--- config.mk ---
export PLATFORM = sky130hd
export DESIGN_NAME = dose_scheduler
export DESIGN_NICKNAME = d
export VERILOG_FILES = /design/src/rtl/medikit_pkg.sv /design/src/rtl/rise_edge.sv /design/src/rtl/dose_scheduler.sv
export SDC_FILE = /design/constraint.sdc
export NUM_CORES = 1
export LEC_CHECK = 0
export ABC_CLOCK_PERIOD_IN_PS = 2600
export BUFFER_PORTS_ARGS = -buffer_cell sky130_fd_sc_hd__buf_2
export CAP_MARGIN = 30
export CORE_ASPECT_RATIO = 0.7
export CORE_UTILIZATION = 45
export DETAILED_ROUTE_END_ITERATION = 7
export GPL_TIMING_DRIVEN = 1
export PLACE_DENSITY = 0.66
export SLEW_MARGIN = 20
export SYNTH_ARGS = -nofsm -noshare
export SYNTH_HDL_FRONTEND = slang
export SYNTH_SLANG_ARGS = --single-unit
--- constraint.sdc ---
create_clock -name clk_base -period 2.6 [get_ports clk_base]
set_input_delay 0.13 -clock clk_base [delete_from_list [all_inputs] [get_ports clk_base]]
set_output_delay 0.13 -clock clk_base [all_outputs]
set_load 0.05 [all_outputs]
--- src/rtl/medikit_pkg.sv ---
// Shared medicine-kit definitions: the 4-bit scheduler state codes, which the
// buzzer driver also decodes, and a saturating counter helper.
package medikit_pkg;

    typedef logic [3:0] state_t;

    localparam state_t ST_IDLE      = 4'b0000;
    localparam state_t ST_COUNTDOWN = 4'b0001;
    localparam state_t ST_TAKEN     = 4'b0010;
    localparam state_t ST_ALARM_1   = 4'b0110;
    localparam state_t ST_ALARM_2   = 4'b0111;
    localparam state_t ST_ALARM_3   = 4'b1000;
    localparam state_t ST_MISSED    = 4'b1001;

    function automatic logic [7:0] sat_inc8(input logic [7:0] v);
        return (v == 8'hFF) ? v : v + 8'd1;
    endfunction

endpackage

--- src/rtl/rise_edge.sv ---
// Rising-edge detector for a synchronised button level. The history register
// resets high so that a button held through reset release is not seen as a press.
module rise_edge (
    input  logic clk_base,
    input  logic rst_n,
    input  logic i_btn,
    output logic o_edge
);

    logic r_btn_q;

    always_ff @(posedge clk_base or negedge rst_n) begin
        if (!rst_n) r_btn_q <= 1'b1;
        else        r_btn_q <= i_btn;
    end

    assign o_edge = i_btn & ~r_btn_q;

endmodule

--- src/rtl/dose_scheduler.sv ---
// Dose reminder FSM: counts down the dose interval on a 1 Hz tick, escalates
// through three alarm levels, and tallies taken and missed doses.
module dose_scheduler
    import medikit_pkg::*;
#(
    parameter int CNT_W   = 16,
    parameter int ALARM_T = 60,
    parameter int HOLD_T  = 5
) (
    input  logic             clk_base,
    input  logic             rst_n,
    input  logic             tick_1hz,
    input  logic             arm_btn,
    input  logic             ack_btn,
    input  logic             cancel_btn,
    input  logic [CNT_W-1:0] interval,
    output logic [3:0]       state_out,
    output logic [CNT_W-1:0] remain,
    output logic [7:0]       taken_cnt,
    output logic [7:0]       missed_cnt
);

    localparam int PH_MAX = (ALARM_T > HOLD_T) ? ALARM_T : HOLD_T;
    localparam int PH_W   = $clog2(PH_MAX + 1);

    localparam logic [PH_W-1:0]  PH_ALARM = PH_W'(ALARM_T);
    localparam logic [PH_W-1:0]  PH_HOLD  = PH_W'(HOLD_T);
    localparam logic [PH_W-1:0]  PH_ONE   = PH_W'(1);
    localparam logic [CNT_W-1:0] CNT_ONE  = CNT_W'(1);

    logic w_arm, w_ack, w_cancel;

    state_t           r_state;
    logic [CNT_W-1:0] r_remain;
    logic [CNT_W-1:0] r_interval;
    logic [PH_W-1:0]  r_phase;
    logic [7:0]       r_taken;
    logic [7:0]       r_missed;

    rise_edge u_arm_edge (
        .clk_base (clk_base),
        .rst_n    (rst_n),
        .i_btn    (arm_btn),
        .o_edge   (w_arm)
    );

    rise_edge u_ack_edge (
        .clk_base (clk_base),
        .rst_n    (rst_n),
        .i_btn    (ack_btn),
        .o_edge   (w_ack)
    );

    rise_edge u_cancel_edge (
        .clk_base (clk_base),
        .rst_n    (rst_n),
        .i_btn    (cancel_btn),
        .o_edge   (w_cancel)
    );

    // Priority inside a cycle is cancel > ack > tick; an ack that wins during
    // an alarm leaves the phase untouched by the concurrent tick.
    always_ff @(posedge clk_base or negedge rst_n) begin
        if (!rst_n) begin
            r_state    <= ST_IDLE;
            r_remain   <= '0;
            r_interval <= '0;
            r_phase    <= '0;
            r_taken    <= '0;
            r_missed   <= '0;
        end else if (w_cancel) begin
            r_state  <= ST_IDLE;
            r_remain <= '0;
            r_phase  <= '0;
        end else begin
            case (r_state)
                ST_IDLE: begin
                    if (w_arm && (interval != '0)) begin
                        r_interval <= interval;
                        r_remain   <= interval;
                        r_state    <= ST_COUNTDOWN;
                    end
                end
                ST_COUNTDOWN: begin
                    if (tick_1hz) begin
                        if (r_remain <= CNT_ONE) begin
                            r_remain <= '0;
                            r_phase  <= PH_ALARM;
                            r_state  <= ST_ALARM_1;
                        end else begin
                            r_remain <= r_remain - CNT_ONE;
                        end
                    end
                end
                ST_ALARM_1, ST_ALARM_2, ST_ALARM_3: begin
                    if (w_ack) begin
                        r_taken <= sat_inc8(r_taken);
                        r_phase <= PH_HOLD;
                        r_state <= ST_TAKEN;
                    end else if (tick_1hz) begin
                        if (r_phase <= PH_ONE) begin
                            if (r_state == ST_ALARM_3) begin
                                r_missed <= sat_inc8(r_missed);
                                r_phase  <= PH_HOLD;
                                r_state  <= ST_MISSED;
                            end else begin
                                r_phase <= PH_ALARM;
                                r_state <= (r_state == ST_ALARM_1) ? ST_ALARM_2 : ST_ALARM_3;
                            end
                        end else begin
                            r_phase <= r_phase - PH_ONE;
                        end
                    end
                end
                ST_TAKEN, ST_MISSED: begin
                    // An ack in MISSED skips the remaining hold time.
                    if ((w_ack && (r_state == ST_MISSED)) ||
                        (tick_1hz && (r_phase <= PH_ONE))) begin
                        r_remain <= r_interval;
                        r_phase  <= '0;
                        r_state  <= ST_COUNTDOWN;
                    end else if (tick_1hz) begin
                        r_phase <= r_phase - PH_ONE;
                    end
                end
                default: begin
                    r_state  <= ST_IDLE;
                    r_remain <= '0;
                    r_phase  <= '0;
                end
            endcase
        end
    end

    assign state_out  = r_state;
    assign remain     = r_remain;
    assign taken_cnt  = r_taken;
    assign missed_cnt = r_missed;

endmodule

Yosys cells after proc, flatten, opt, wreduce, memory -nomap -nowiden
Cells that the tools add are included.

Memories: 0. Bits in latches: 0. RAM bits: 0. Input bits: 22. Logic and storage cells: 83. Bits in registers: 61. Output and inout port bits: 36. Memory bits (read-only): 0.

Reductions and logical operators: 14. Equal/unequal tests: 17. Order comparisons: 2. Mux-type cells: 27. Div/mod/pow operators: 0. Shift-type cells: 0. Add/subtract/negate cells: 4. Multiply operators: 0. Bitwise logic cells: 10.

Operators with widths (number): two-way mux 16 bit (5); case mux 16 bit (4 select lines) (1); two-way mux 6 bit (9); two-way mux 4 bit (10); case mux 6 bit (4 select lines) (1); adder 8 x 1 -> 8 bit (second input constant) (2); == test 8 bit (second input constant) (2); less-or-equal comparator 16 x 1 -> 1 bit (second input constant) (1); case mux 4 bit (4 select lines) (1); nonzero test 16 bit (1); subtractor 16 x 1 -> 16 bit (second input constant) (1); != test 3 x 2 -> 1 bit (second input constant) (4); != test 4 x 3 -> 1 bit (second input constant) (3); == test 4 x 3 -> 1 bit (second input constant) (2); == test 4 bit (second input constant) (2); AND reduction 4 bit (2); inverter 1 bit (7); AND reduction 7 bit (1); less-or-equal comparator 6 x 1 -> 1 bit (second input constant) (1); AND reduction 6 bit (1); subtractor 6 x 1 -> 6 bit (second input constant) (1); AND reduction 5 bit (1); == test 4 x 1 -> 1 bit (second input constant) (1); == test 4 x 2 -> 1 bit (second input constant) (1); other kinds (8) (13).

Longest topological paths before layout
Depth in word-level cells: 8. Depth in mapped cells: 8.

By module
From an unflattened synthesis, not the netlist that was laid out.

Cells, all modules: 402. Area total of the unflattened synthesis: 3726.1 um2.

By module, submodules not included: dose_scheduler (times used 1, cells each 396, seq. area each 1451.4 um2, area an instance 3606.0 um2); rise_edge (times used 3, cells each 2, seq. area each 26.3 um2, area an instance 40.0 um2).

Worst setup path before layout
Ideal clock, no wire load.

Path kind: register -> register. Start point: register r_state[0] (netlist: state_out[0]). End point: register r_missed[1] (netlist: missed_cnt[1]). Clock period less this slack: 2.399 ns. Cell stages (with the launch flop): 8. Data required time: 2.475 ns. Arrival time: 2.274 ns. Setup slack: 0.201 ns. Library setup time: 0.125 ns. Cell sequence: dfrtp_1 > clkbuf_2 > or4b_1 > buf_2 > nor3_2 > and4_1 > buf_2 > mux2_2.

Longest elaborated chain between the ends: 3. Elaborated cells on any way between the ends: 5.

Ends and longest elaborated chain: start, declared (RTL line dose_scheduler.sv:33) `state_t r_state;`; start signal, assigned (RTL line dose_scheduler.sv:108) `r_state <= (r_state == ST_ALARM_1) ? ST_ALARM_2 : ST_ALARM_3;`; == test 4 bit or == test 4 x 3 -> 1 bit (tied branches) (RTL line dose_scheduler.sv:76, dose_scheduler.sv:102); OR reduction 3 bit (RTL line dose_scheduler.sv:76) `case (r_state)`; AND reduction 7 bit (no line) *; end signal, assigned (RTL line dose_scheduler.sv:103) `r_missed <= sat_inc8(r_missed);`; end, declared (RTL line dose_scheduler.sv:38) `logic [7:0] r_missed;`.

Every way passes the cells marked *; elsewhere a longest branch is shown, timed or not. A chain may end at the register's enable or synchronous reset.

Worst setup path after layout
Start point: register r_remain[12] (netlist: remain[12]). End point: register r_state[0] (netlist: state_out[0]).

Longest elaborated chain between the ends: 3.

Ends and longest elaborated chain: start, declared (RTL line dose_scheduler.sv:34) `logic [CNT_W-1:0] r_remain;`; start signal, assigned (RTL line dose_scheduler.sv:80) `r_remain <= interval;`; start signal, assigned (RTL line dose_scheduler.sv:91) `r_remain <= r_remain - CNT_ONE;`; start signal, assigned (RTL line dose_scheduler.sv:119) `r_remain <= r_interval;`; less-or-equal comparator 16 x 1 -> 1 bit (RTL line dose_scheduler.sv:86) `if (r_remain <= CNT_ONE) begin`; != test 3 x 2 -> 1 bit (no line); AND reduction 6 bit (no line).

Every way passes these cells.

==> impl_metrics.json <==
{
  "cts_buffers": 9,
  "wl_mm": 9.800,
  "area_growth_pct": 22.04,
  "cap_violations": 0,
  "cp_max_fo": 13,
  "pwr-share-comb_pct": 51.3,
  "timing.final.crit_share_pct": 92.19,
  "fmax_mhz": 417.2,
  "r2r-end": "state_out[0]$_DFFE_PN0P_",
  "post-place-ws_ps": 253.1,
  "fin_ws_ps": 203.1,
  "htree_levels": 3,
  "die-height_um": 77.83,
  "crit_path_end_kind": "flip-flop",
  "grt_use_total_pct": 24.76,
  "leakage_nw": 2.043,
  "synth_ff_type": "dfrtp_1",
  "dp_hpwl_mm": 7.099,
  "synthesis.nets": 392,
  "cts.clk_slew.worst_paths_ps": 60,
  "coreArea_um2": 7905,
  "critical_path.slowest_cell": "dfrtp_1",
  "rsz0062_at_grt": "no",
  "yosysSeqAreaShare_pct": 41.40,
  "seq_area_um2": 1530,
  "ys_warn_count": 0,
  "fin_hold_ws_ps": 64.07,
  "hold_viol": 0,
  "num_rows": 27,
  "synth_cell_type_count": 68,
  "worst_hold_path_type": "in2reg",
  "min_path_cells": 2,
  "via_count": 3330,
  "r2r-start": "remain[12]$_DFFE_PN0P_",
  "n_antenna_cell": 0,
  "drt_iter0_drc": 331,
  "crit_chain": "nor3_2 > o2111a_1 > a21oi_1 > buf_4 > or2_1 > o41ai_1",
  "die_area_um2": 8586,
  "ios": 58,
  "wl_per_cell_um": 18.18,
  "path_class": "reg2reg",
  "status": "finished clean",
  "final_area_um2": 4511,
  "r2r_slack_ps": 200,
  "root_buffer": "clkbuf_16",
  "finalSetupViolCount": 0,
  "cts.sinks": 61,
  "power-per-cell-area_nw_per_um2": 1252,
  "drv_slew": 0,
  "power.total_w": 0.005646,
  "die_width_um": 110.3,
  "worstMarginPinSlew_ps": 703.3,
  "drive_above_1_share_pct": 30.59,
  "grt.overflow.total": 0,
  "syn_area_um2": 3696,
  "ff2ff_path_depth": 6,
  "first_pass_iters": 5,
  "start_kind": "flip-flop",
  "tns_ps": 0,
  "p_clk_share_pct": 22.8,
  "clock_path_buffers": 2,
  "multi_input_area_um2": 1976,
  "syn_area_per_cell_um2": 10.15,
  "ys_seq_elements": 61,
  "vdd_drop_max_v": 0.0007147,
  "critPathRequiredTime_ps": 2790,
  "post-cts-setup-buffer-count": 0,
  "netlist_instances": 364,
  "skew_ps": 8.205,
  "hold_path_end": "r_interval[9]$_DFFE_PN0P_",
  "cts_tree": "yes",
  "p_int_w": 0.003176,
  "placed_area_um2": 4146,
  "period_needed_ps": 2397,
  "p_seq_share_pct": 25.9,
  "slowest_delay_ps": 430,
  "hold_buffers": 4,
  "layout.nets": 461,
  "grt_pass1_wl_mm": 16.06,
  "synth-edff-count": 0,
  "port_buffers": 57,
  "clock_latency_ps": 330,
  "antenna_left": 0,
  "antenna_found_initial": 0,
  "gp_congestion": 0.8670,
  "cts_resized": 0,
  "hold_start": "interval[9]",
  "drc": 0,
  "slew_headroom_pct": 53.11,
  "ys_async_sr_fraction_pct": 100.0,
  "start_util_pct": 46.76,
  "grt_pass1_vias": 3046,
  "fillers": 716,
  "cp.arrival_ps": 2580,
  "power_switching_w": 0.002470,
  "grt_max_degree": 32,
  "switching_share_pct": 43.75,
  "viasPerCell": 6.178
}
## kinds of logic (layout without fill, tap and decap cells)
| family | count (synthesis) | after routing | synth area share [%] |
|---|---|---|---|
| buffers and inverters | 44 | 118 | 5.146 |
| AOI/OAI and AO/OA | 108 | 108 | 23.56 |
| adders and majority gates | 6 | 6 | 2.031 |
| muxes | 21 | 21 | 6.364 |
| DFF | 61 | 61 | 41.40 |
| xor gates and xnor gates | 15 | 15 | 3.555 |
| and+or+nand+nor | 109 | 109 | 17.94 |
## area by class of cell
type,count,share of cell area [%]
sequential,61,33.93
inverter,21,1.748
clock inverter,6,2.108
tap,101,2.802
timing repair buffer,81,10.54
clock buffer,10,5.076
multi-input combinational,259,43.80
## layer usage
layer / GRT usage (%) / part of all wire [%] / vias to the layer above
met2: 32.17 / 42 / 123
li1: - / - / 1561
met3: 6.807 / 8.7 / 9
met4: 6.316 / 0.79 / 0
met1: 39.38 / 49 / 1637
met5: 0 / 0 / -
## worst max-delay path by stage
| stage | start | to | slack [ps] | depth (start not counted) |
|---|---|---|---|---|
| 2_1_floorplan | state_out[0]$_DFFE_PN0P_ | missed_cnt[1]$_DFFE_PN0P_ | 200 | 7 |
| 3_3_place_gp | state_out[1]$_DFFE_PN0P_ | missed_cnt[1]$_DFFE_PN0P_ | 290 | 4 |
| 3_5_place_dp | state_out[1]$_DFFE_PN0P_ | missed_cnt[1]$_DFFE_PN0P_ | 250 | 4 |
| 4_1_cts | state_out[1]$_DFFE_PN0P_ | missed_cnt[1]$_DFFE_PN0P_ | 260 | 4 |
| 5_1_grt | remain[12]$_DFFE_PN0P_ | state_out[0]$_DFFE_PN0P_ | 20 | 6 |
| 6_report | remain[12]$_DFFE_PN0P_ | state_out[0]$_DFFE_PN0P_ | 200 | 6 |
## flip-flops by register name, summed over array words and instances, names as in the netlist, 4 cells and up
name / count
r_interval: 16
missed_cnt: 8
r_phase: 6
remain: 16
state_out: 4
taken_cnt: 8
## cell usage after synthesis (4+ instances only)
cell type,count,share of area [%]
a211o_1,4,0.95
a211oi_1,15,3.0
a21oi_1,5,0.68
a222oi_1,8,2.2
a22o_1,8,1.9
a31oi_1,8,1.4
and2_1,4,0.68
and3_1,4,0.68
buf_2,10,1.4
clkbuf_1,7,0.71
dfrtp_1,58,39
ha_1,6,2.0
inv_1,21,2.1
mux2_2,20,6.1
nand2_1,20,2.0
nand2b_1,4,0.68
nand3_1,7,0.95
nand4_1,9,1.5
nor2_1,16,1.6
nor2b_1,5,0.85
nor3_1,6,0.81
nor4_1,8,1.4
o21ai_0,6,0.81
o22ai_1,12,2.0
o2bb2ai_1,5,1.2
o31ai_1,5,1.0
o41ai_1,4,0.95
xnor2_1,12,2.8
## power groups by stage
stage / Combinational, W / Clock [W] / Sequential (W)
CTS: 0.00286 / 0.00131 / 0.00145
finish: 0.00290 / 0.00129 / 0.00146
global placement: 0.00280 / 0 / 0.00145
detailed placement: 0.00283 / 0 / 0.00147
floorplan: 0.00182 / 0 / 0.00175
global route: 0.00316 / 0.00136 / 0.00149
## cell usage in the layout (no fill, tap or decap), types with 12 or more instances in the layout
cell type,count
xnor2_1,12
dfrtp_1,58
nand2_1,20
a211oi_1,15
buf_2,57
inv_1,21
o22ai_1,12
buf_4,20
nor2_1,16
mux2_2,20
## through the flow
| step | util (%) | cells |
|---|---|---|
| 3_5_place_dp | 52.45 | 519 |
| 6_report | 57.06 | 539 |
| 3_3_place_gp | 52.45 | 519 |
| 5_1_grt | 57.06 | 539 |
| 2_1_floorplan | - | 364 |
| 4_1_cts | 57.06 | 539 |
## worst max-delay path: cells and delay by family, from the launching register on
kind	cells	cell delay, ps
AOI/OAI and AO/OA	3	950
DFF	1	430
and+or+nand+nor	2	670
buffers and inverters	1	210
Power figures use the tool's default switching activity.
